`config.mk`:
```
export PLATFORM = sky130hd
export DESIGN_NAME = proc_host_ctrl_flat
export DESIGN_NICKNAME = d
export VERILOG_FILES = /design/src/rtl/proc_host_ctrl_if.sv /design/src/rtl/proc_host_ctrl.sv /design/src/flat_wrapper.sv
export SDC_FILE = /design/constraint.sdc
export NUM_CORES = 1
export LEC_CHECK = 0
export ABC_AREA = 1
export CELL_PAD_IN_SITES_DETAIL_PLACEMENT = 1
export CELL_PAD_IN_SITES_GLOBAL_PLACEMENT = 1
export CORE_MARGIN = 4
export CORE_UTILIZATION = 37
export DETAILED_ROUTE_END_ITERATION = 6
export HOLD_SLACK_MARGIN = 0.06
export PLACE_DENSITY_LB_ADDON = 0.1
export SLEW_MARGIN = 30
export SYNTH_ARGS = -nofsm -noshare
export SYNTH_HDL_FRONTEND = slang
export SYNTH_SLANG_ARGS = --single-unit
export TNS_END_PERCENT = 10
```
`constraint.sdc`:
```
create_clock -name clk -period 2 [get_ports clk]
set_input_delay 0.5 -clock clk [delete_from_list [all_inputs] [get_ports clk]]
set_output_delay 0.5 -clock clk [all_outputs]
set_load 0.01 [all_outputs]
```
`src/rtl/proc_host_ctrl_if.sv`:
```
// Host-link, RAM-port and processor-handshake bundle for the host sequencer.
// master = sequencer side, slave = host/RAM/processor side.
interface proc_host_ctrl_if #(
    parameter int unsigned ADDR_W = 8,
    parameter int unsigned DATA_W = 16
) ();
    logic              go;
    logic              in_valid;
    logic              in_ready;
    logic [DATA_W-1:0] in_data;
    logic              in_last;
    logic              mem_we;
    logic [ADDR_W-1:0] mem_waddr;
    logic [DATA_W-1:0] mem_wdata;
    logic              mem_re;
    logic [ADDR_W-1:0] mem_raddr;
    logic [DATA_W-1:0] mem_rdata;
    logic [1:0]        status;
    logic              end_process;
    logic              out_valid;
    logic              out_ready;
    logic [DATA_W-1:0] out_data;
    logic              out_last;
    logic              busy;
    logic              done;
    logic              err;

    modport master (
        input  go, in_valid, in_data, in_last, mem_rdata, end_process, out_ready,
        output in_ready, mem_we, mem_waddr, mem_wdata, mem_re, mem_raddr, status,
               out_valid, out_data, out_last, busy, done, err
    );

    modport slave (
        output go, in_valid, in_data, in_last, mem_rdata, end_process, out_ready,
        input  in_ready, mem_we, mem_waddr, mem_wdata, mem_re, mem_raddr, status,
               out_valid, out_data, out_last, busy, done, err
    );
endinterface

```
`src/rtl/proc_host_ctrl.sv`:
```
// Host-side run sequencer: load image into RAM, release the processor, wait for
// end_process (or timeout), then stream a result window back out. All outputs registered.
module proc_host_ctrl #(
    parameter int unsigned ADDR_W    = 8,
    parameter int unsigned DATA_W    = 16,
    parameter int unsigned DUMP_BASE = 128,
    parameter int unsigned DUMP_LEN  = 16,
    parameter int unsigned TIMEOUT   = 65535
) (
    input  logic             clk,
    input  logic             rst_n,
    proc_host_ctrl_if.master bus
);
    localparam int unsigned CNT_W = (TIMEOUT < 2) ? 1 : $clog2(TIMEOUT);

    localparam logic [CNT_W-1:0]  CNT_LAST = CNT_W'(TIMEOUT - 1);
    localparam logic [ADDR_W-1:0] ADDR_MAX = '1;
    localparam logic [ADDR_W-1:0] IDX_LAST = ADDR_W'(DUMP_LEN - 1);
    localparam logic [ADDR_W-1:0] BASE     = ADDR_W'(DUMP_BASE);

    localparam logic [1:0] STS_HOLD = 2'b00;
    localparam logic [1:0] STS_RUN  = 2'b01;
    localparam logic [1:0] STS_LOAD = 2'b10;
    localparam logic [1:0] STS_FIN  = 2'b11;

    typedef enum logic [2:0] {
        StIdle, StLoad, StRun, StDumpRd, StDumpWait, StDumpOut, StDone
    } state_e;

    state_e            r_state,     w_state;
    logic [ADDR_W-1:0] r_addr,      w_addr;
    logic [ADDR_W-1:0] r_idx,       w_idx;
    logic [CNT_W-1:0]  r_cnt,       w_cnt;
    logic              r_in_ready,  w_in_ready;
    logic              r_mem_we,    w_mem_we;
    logic [ADDR_W-1:0] r_mem_waddr, w_mem_waddr;
    logic [DATA_W-1:0] r_mem_wdata, w_mem_wdata;
    logic              r_mem_re,    w_mem_re;
    logic [ADDR_W-1:0] r_mem_raddr, w_mem_raddr;
    logic [1:0]        r_status,    w_status;
    logic              r_out_valid, w_out_valid;
    logic [DATA_W-1:0] r_out_data,  w_out_data;
    logic              r_out_last,  w_out_last;
    logic              r_busy,      w_busy;
    logic              r_done,      w_done;
    logic              r_err,       w_err;

    always_comb begin
        w_state     = r_state;
        w_addr      = r_addr;
        w_idx       = r_idx;
        w_cnt       = r_cnt;
        w_in_ready  = r_in_ready;
        w_mem_we    = 1'b0;
        w_mem_waddr = r_mem_waddr;
        w_mem_wdata = r_mem_wdata;
        w_mem_re    = 1'b0;
        w_mem_raddr = r_mem_raddr;
        w_status    = r_status;
        w_out_valid = r_out_valid;
        w_out_data  = r_out_data;
        w_out_last  = r_out_last;
        w_busy      = r_busy;
        w_done      = r_done;
        w_err       = r_err;

        case (r_state)
            StIdle, StDone: begin
                if (bus.go) begin
                    w_state    = StLoad;
                    w_addr     = '0;
                    w_idx      = '0;
                    w_err      = 1'b0;
                    w_done     = 1'b0;
                    w_busy     = 1'b1;
                    w_in_ready = 1'b1;
                    w_status   = STS_LOAD;
                end
            end
            StLoad: begin
                if (bus.in_valid && r_in_ready) begin
                    w_mem_we    = 1'b1;
                    w_mem_waddr = r_addr;
                    w_mem_wdata = bus.in_data;
                    w_addr      = r_addr + ADDR_W'(1);
                    // Top address without in_last is an overflow; never wrap onto the image.
                    if (bus.in_last || r_addr == ADDR_MAX) begin
                        w_err      = r_err | ~bus.in_last;
                        w_in_ready = 1'b0;
                        w_status   = STS_RUN;
                        w_cnt      = '0;
                        w_state    = StRun;
                    end
                end
            end
            StRun: begin
                w_cnt = r_cnt + CNT_W'(1);
                if (bus.end_process || r_cnt == CNT_LAST) begin
                    w_err       = r_err | ~bus.end_process;
                    w_status    = STS_FIN;
                    w_idx       = '0;
                    w_mem_re    = 1'b1;
                    w_mem_raddr = BASE;
                    w_state     = StDumpRd;
                end
            end
            StDumpRd: begin
                w_state = StDumpWait;
            end
            StDumpWait: begin
                w_out_data  = bus.mem_rdata;
                w_out_valid = 1'b1;
                w_out_last  = (r_idx == IDX_LAST);
                w_state     = StDumpOut;
            end
            StDumpOut: begin
                if (bus.out_ready) begin
                    w_out_valid = 1'b0;
                    w_out_last  = 1'b0;
                    if (r_out_last) begin
                        w_done  = 1'b1;
                        w_busy  = 1'b0;
                        w_state = StDone;
                    end else begin
                        w_idx       = r_idx + ADDR_W'(1);
                        w_mem_re    = 1'b1;
                        w_mem_raddr = BASE + r_idx + ADDR_W'(1);
                        w_state     = StDumpRd;
                    end
                end
            end
            default: w_state = StIdle;
        endcase
    end

    always_ff @(posedge clk or negedge rst_n) begin
        if (!rst_n) begin
            r_state     <= StIdle;
            r_addr      <= '0;
            r_idx       <= '0;
            r_cnt       <= '0;
            r_in_ready  <= 1'b0;
            r_mem_we    <= 1'b0;
            r_mem_waddr <= '0;
            r_mem_wdata <= '0;
            r_mem_re    <= 1'b0;
            r_mem_raddr <= '0;
            r_status    <= STS_HOLD;
            r_out_valid <= 1'b0;
            r_out_data  <= '0;
            r_out_last  <= 1'b0;
            r_busy      <= 1'b0;
            r_done      <= 1'b0;
            r_err       <= 1'b0;
        end else begin
            r_state     <= w_state;
            r_addr      <= w_addr;
            r_idx       <= w_idx;
            r_cnt       <= w_cnt;
            r_in_ready  <= w_in_ready;
            r_mem_we    <= w_mem_we;
            r_mem_waddr <= w_mem_waddr;
            r_mem_wdata <= w_mem_wdata;
            r_mem_re    <= w_mem_re;
            r_mem_raddr <= w_mem_raddr;
            r_status    <= w_status;
            r_out_valid <= w_out_valid;
            r_out_data  <= w_out_data;
            r_out_last  <= w_out_last;
            r_busy      <= w_busy;
            r_done      <= w_done;
            r_err       <= w_err;
        end
    end

    assign bus.in_ready  = r_in_ready;
    assign bus.mem_we    = r_mem_we;
    assign bus.mem_waddr = r_mem_waddr;
    assign bus.mem_wdata = r_mem_wdata;
    assign bus.mem_re    = r_mem_re;
    assign bus.mem_raddr = r_mem_raddr;
    assign bus.status    = r_status;
    assign bus.out_valid = r_out_valid;
    assign bus.out_data  = r_out_data;
    assign bus.out_last  = r_out_last;
    assign bus.busy      = r_busy;
    assign bus.done      = r_done;
    assign bus.err       = r_err;
endmodule

```
`src/flat_wrapper.sv`:
```
// flat-port wrapper written by rule: the top's interface ports become plain ports
module proc_host_ctrl_flat 
#(
    parameter int unsigned ADDR_W    = 8,
    parameter int unsigned DATA_W    = 16,
    parameter int unsigned DUMP_BASE = 128,
    parameter int unsigned DUMP_LEN  = 16,
    parameter int unsigned TIMEOUT   = 65535
)
  (clk, rst_n, bus_go, bus_in_valid, bus_in_data, bus_in_last, bus_mem_rdata, bus_end_process, bus_out_ready, bus_in_ready, bus_mem_we, bus_mem_waddr, bus_mem_wdata, bus_mem_re, bus_mem_raddr, bus_status, bus_out_valid, bus_out_data, bus_out_last, bus_busy, bus_done, bus_err);
  proc_host_ctrl_if #(.ADDR_W(ADDR_W), .DATA_W(DATA_W)) bus_i ();
  input  logic clk;
  input  logic rst_n;
  input wire logic [$bits(bus_i.go)-1:0] bus_go;
  input wire logic [$bits(bus_i.in_valid)-1:0] bus_in_valid;
  input wire logic [$bits(bus_i.in_data)-1:0] bus_in_data;
  input wire logic [$bits(bus_i.in_last)-1:0] bus_in_last;
  input wire logic [$bits(bus_i.mem_rdata)-1:0] bus_mem_rdata;
  input wire logic [$bits(bus_i.end_process)-1:0] bus_end_process;
  input wire logic [$bits(bus_i.out_ready)-1:0] bus_out_ready;
  output wire logic [$bits(bus_i.in_ready)-1:0] bus_in_ready;
  output wire logic [$bits(bus_i.mem_we)-1:0] bus_mem_we;
  output wire logic [$bits(bus_i.mem_waddr)-1:0] bus_mem_waddr;
  output wire logic [$bits(bus_i.mem_wdata)-1:0] bus_mem_wdata;
  output wire logic [$bits(bus_i.mem_re)-1:0] bus_mem_re;
  output wire logic [$bits(bus_i.mem_raddr)-1:0] bus_mem_raddr;
  output wire logic [$bits(bus_i.status)-1:0] bus_status;
  output wire logic [$bits(bus_i.out_valid)-1:0] bus_out_valid;
  output wire logic [$bits(bus_i.out_data)-1:0] bus_out_data;
  output wire logic [$bits(bus_i.out_last)-1:0] bus_out_last;
  output wire logic [$bits(bus_i.busy)-1:0] bus_busy;
  output wire logic [$bits(bus_i.done)-1:0] bus_done;
  output wire logic [$bits(bus_i.err)-1:0] bus_err;
  assign bus_i.go = bus_go;
  assign bus_i.in_valid = bus_in_valid;
  assign bus_i.in_data = bus_in_data;
  assign bus_i.in_last = bus_in_last;
  assign bus_i.mem_rdata = bus_mem_rdata;
  assign bus_i.end_process = bus_end_process;
  assign bus_i.out_ready = bus_out_ready;
  assign bus_in_ready = bus_i.in_ready;
  assign bus_mem_we = bus_i.mem_we;
  assign bus_mem_waddr = bus_i.mem_waddr;
  assign bus_mem_wdata = bus_i.mem_wdata;
  assign bus_mem_re = bus_i.mem_re;
  assign bus_mem_raddr = bus_i.mem_raddr;
  assign bus_status = bus_i.status;
  assign bus_out_valid = bus_i.out_valid;
  assign bus_out_data = bus_i.out_data;
  assign bus_out_last = bus_i.out_last;
  assign bus_busy = bus_i.busy;
  assign bus_done = bus_i.done;
  assign bus_err = bus_i.err;
  proc_host_ctrl #(.ADDR_W(ADDR_W), .DATA_W(DATA_W), .DUMP_BASE(DUMP_BASE), .DUMP_LEN(DUMP_LEN), .TIMEOUT(TIMEOUT)) u_core (.clk(clk), .rst_n(rst_n), .bus(bus_i));
endmodule
```
==> summary.md <==
| Metric | Value |
|---|---|
| Avg WL per Cell | `between 15 and 20 µm` |
| Num ports | `97` |
| Post-Syn Area per Cell | `8.090 µm²` |
| Tightest Hold Check Type | `input pin to asynchronous set/reset pin` |
| Iteration-0 DRC Markers | `approximately 230` |
| Worst-path cell chain | `clkdlybuf4s50_1` |
| Area delta synth->final | `32.92%` |
| Initial antenna violation count | `0` |
| Status | `complete, no violations` |
| Tmin final | `~1800 ps` |
| Slew @ Worst Pin | `around 500 ps` |
| CTS buffer count | `9` |
| GR Overflow Total | `0` |
| Worst R2R Start | `u_core.r_state[0]` |
| Sequential element share of the synthesized area | `between 50 and 60%` |
| Final period util | `91.94%` |
| R2R depth | `9` |
| Number of synthesized flops with an enable pin | `0` |
| Std-Cell Rows | `40` |
| Post-Synthesis Net Count | `603` |
| Residual DRC | `0` |
| Post-route ant nets | `0` |
| Detailed-route vias per instance | `slightly below 5` |
| Top cells by count, synth | `231 x nand2_1, 93 x dfrtp_1, 45 x inv_1` |
| CP max-delay cell | `clkdlybuf4s50_1` |
| CTS Hold Bufs | `0` |
| Async SR Flop Fraction | `100.0%` |
| R2R Path End | `u_core.bus.in_ready` |
| GPL Wtd Cong | `0.7869` |
| Share of layout cells above drive strength 1 | `11.31%` |
| Synth warnings | `0` |
| Final Slew Violations | `0` |
| Clock transition at the registers of the reported paths | `roughly 70 ps` |
| Largest net degree at the start of global routing | `36` |
| TNS Setup | `0 ps` |
| Die area | `~0.014 mm²` |
| Post-CTS Resized | `0` |
| # H-tree levels | `3` |
| Crit path max fanout | `4` |
| Starting Density | `37.72%` |
| Die Ht | `between 100 and 150 µm` |
| Leakage Power | `a little under 3 nW` |
| Buf+Inv Stages, Crit Path | `1` |
| Input/output buffers | `between 90 and 100` |
| Clk_lat worst skew | `around 350 ps` |
| Pwr/cell area | `around 1400 mW/mm²` |
| Die X | `118.7 µm` |
| Layout Nets | `between 700 and 800` |
| Final WL | `12350 µm` |
| Clock skew | `between 10 and 15 ps` |
| Root Buffer | `clkbuf_16` |
| Post-CTS Setup Inserts | `0` |
| Endpoints failing setup | `0` |
| Fin. Hold Viols | `0` |
| Post-Synthesis Cells | `between 500 and 600` |
| Count leader, synth | `nand2_1` |
| Vias | `4003` |
| RSZ-0062 raised after global routing | `no` |
| CTS tree | `built` |
| Worst path max stage delay | `between 500 and 600 ps` |
| CP Launch Type | `flop` |
| Max frequency | `around 540 MHz` |
| Vias in the first global route | `4362` |
| Ys flop type | `dfrtp_1` |
| Worst hold slack | `107.7 ps` |
| Mapped Area | `about 0.0045 mm²` |
| # diodes | `0` |
| Post-synth top area share | `between 50% and 60%` |
| Fillers | `approximately 1.5k` |
| Detail Placement HPWL | `just over 9000 µm` |
| Maximum VDD drop | `roughly 620 µV` |
| Required time of the critical path | `~1500 ps` |
| Top delay family on crit path | `buffers and inverters` |
| Area contributors post-synth | `dfrtp_1 51%, nand2_1 19%, nand3_1 4.8%` |
| Drt pass-1 iters | `4` |
| Core area | `0.01201 mm²` |
| Setup slack, reg-to-reg | `between 200 and 300 ps` |
| Distinct cells, synth | `29` |
| Crit path kind | `flop to output pin` |
| Overall routing resource usage | `18.84%` |
| Count of clock tree sinks | `a little over 90` |
| Largest area contributor in the netlist | `dfrtp_1` |
| Max_cap viols | `0` |
| First-pass GRT wire length | `roughly 22000 µm` |
| Synthesis-stage register bit count | `between 90 and 100` |
| Crit. End Element | `output pin` |
| Slew headroom | `66.71%` |
| Clock Tree Buf Depth | `2` |
| Crit path arrival time | `1340 ps` |
[kinds of logic (layout without fill, tap and decap cells)]
logic type | after synthesis | in the layout | share of synthesized area [%]
and+or+nand+nor | 344 | 344 | 33.69
DFF | 93 | 93 | 51.37
buffers and inverters | 63 | 175 | 5.937
AOI/OAI and AO/OA | 54 | 54 | 7.512
adders and majority gates | 4 | 4 | 1.105
xor gates and xnor gates | 2 | 2 | 0.3867
[sequential cells by signal, summed over array words and instances, names as in the netlist]
| signal | cells |
|---|---|
| u_core.bus.mem_re | 1 |
| u_core.r_cnt | 16 |
| u_core.bus.status | 2 |
| u_core.bus.mem_wdata | 16 |
| u_core.bus.out_last | 1 |
| u_core.bus.busy | 1 |
| u_core.bus.out_data | 16 |
| u_core.bus.in_ready | 1 |
| u_core.r_state | 3 |
| u_core.bus.mem_we | 1 |
| u_core.r_addr | 8 |
| u_core.bus.out_valid | 1 |
| u_core.r_idx | 8 |
| u_core.bus.mem_raddr | 8 |
| u_core.bus.mem_waddr | 8 |
| u_core.bus.done | 1 |
| u_core.bus.err | 1 |
[layout by cell type, fill, tap and decap left out, types with 3 or more instances in the layout]
cell / n
clkdlybuf4s50_1: 95
inv_2: 6
o21ai_1: 3
inv_1: 45
nor2_1: 26
nor3_1: 5
nand3_1: 43
nand3_4: 3
nor2_4: 4
clkbuf_16: 9
a21oi_1: 8
nand2_2: 10
dfrtp_1: 93
o21ai_0: 25
o21ai_2: 11
nand4_1: 12
nor2_2: 5
nand2_1: 231
ha_1: 4
buf_4: 11
[power breakdown]
| part | total (mW) | internal, mW | switching (mW) |
|---|---|---|---|
| sequential | 3.07 | 2.54 | 0.525 |
| combinational | 3.62 | 1.60 | 2.02 |
| clock | 1.79 | 1.04 | 0.754 |
| total | 8.48 | 5.18 | 3.30 |
[metrics by stage]
stage          total power, mW  instances  utilization (%)  cell area, µm²  worst slack, ps
3_5_place_dp             6.795        803            47.54            5710            119.1
4_1_cts                  8.638        819            50.14            6022            144.4
2_1_floorplan            5.109        560                -            4531            551.4
6_report                 8.479        819            50.14            6022            161.3
5_1_grt                  9.167        819            50.14            6022            46.29
3_3_place_gp             6.643        803            47.54            5710            151.4
[cell type report]
type	instances	area, µm²	share of cell area [%]
Multi-Input combinational cell	404	1934	32.12
Inverter	51	191.4	3.179
Tap cell	147	183.9	3.054
Clock buffer	11	252.7	4.197
Clock inverter	5	58.81	0.9765
Timing Repair Buffer	108	1074	17.83
Sequential cell	93	2327	38.65
[metal layers]
metal  wire length, µm  global-route usage, %  up-vias
li1                  -                      -     1990
met3               471                  3.971       18
met4               270                  7.169        0
met1              5521                  24.27     1926
met2              6087                  31.12       69
met5                 0                      0        -
[how the worst max path moves through the flow]
stage | from | endpoint | slack [ps] | depth (start not counted)
floorplan | u_core.r_addr[0] | u_core.r_cnt[11] | 550 | 9
global placement | bus_in_valid | u_core.r_cnt[0] | 150 | 9
detailed placement | bus_in_valid | u_core.bus.in_ready | 120 | 10
CTS | u_core.bus.out_last | bus_out_last | 140 | 1
global route | u_core.r_addr[0] | u_core.r_cnt[0] | 50 | 9
finish | u_core.bus.out_last | bus_out_last | 160 | 1
Note: power is estimated with default switching activity, not from simulation.
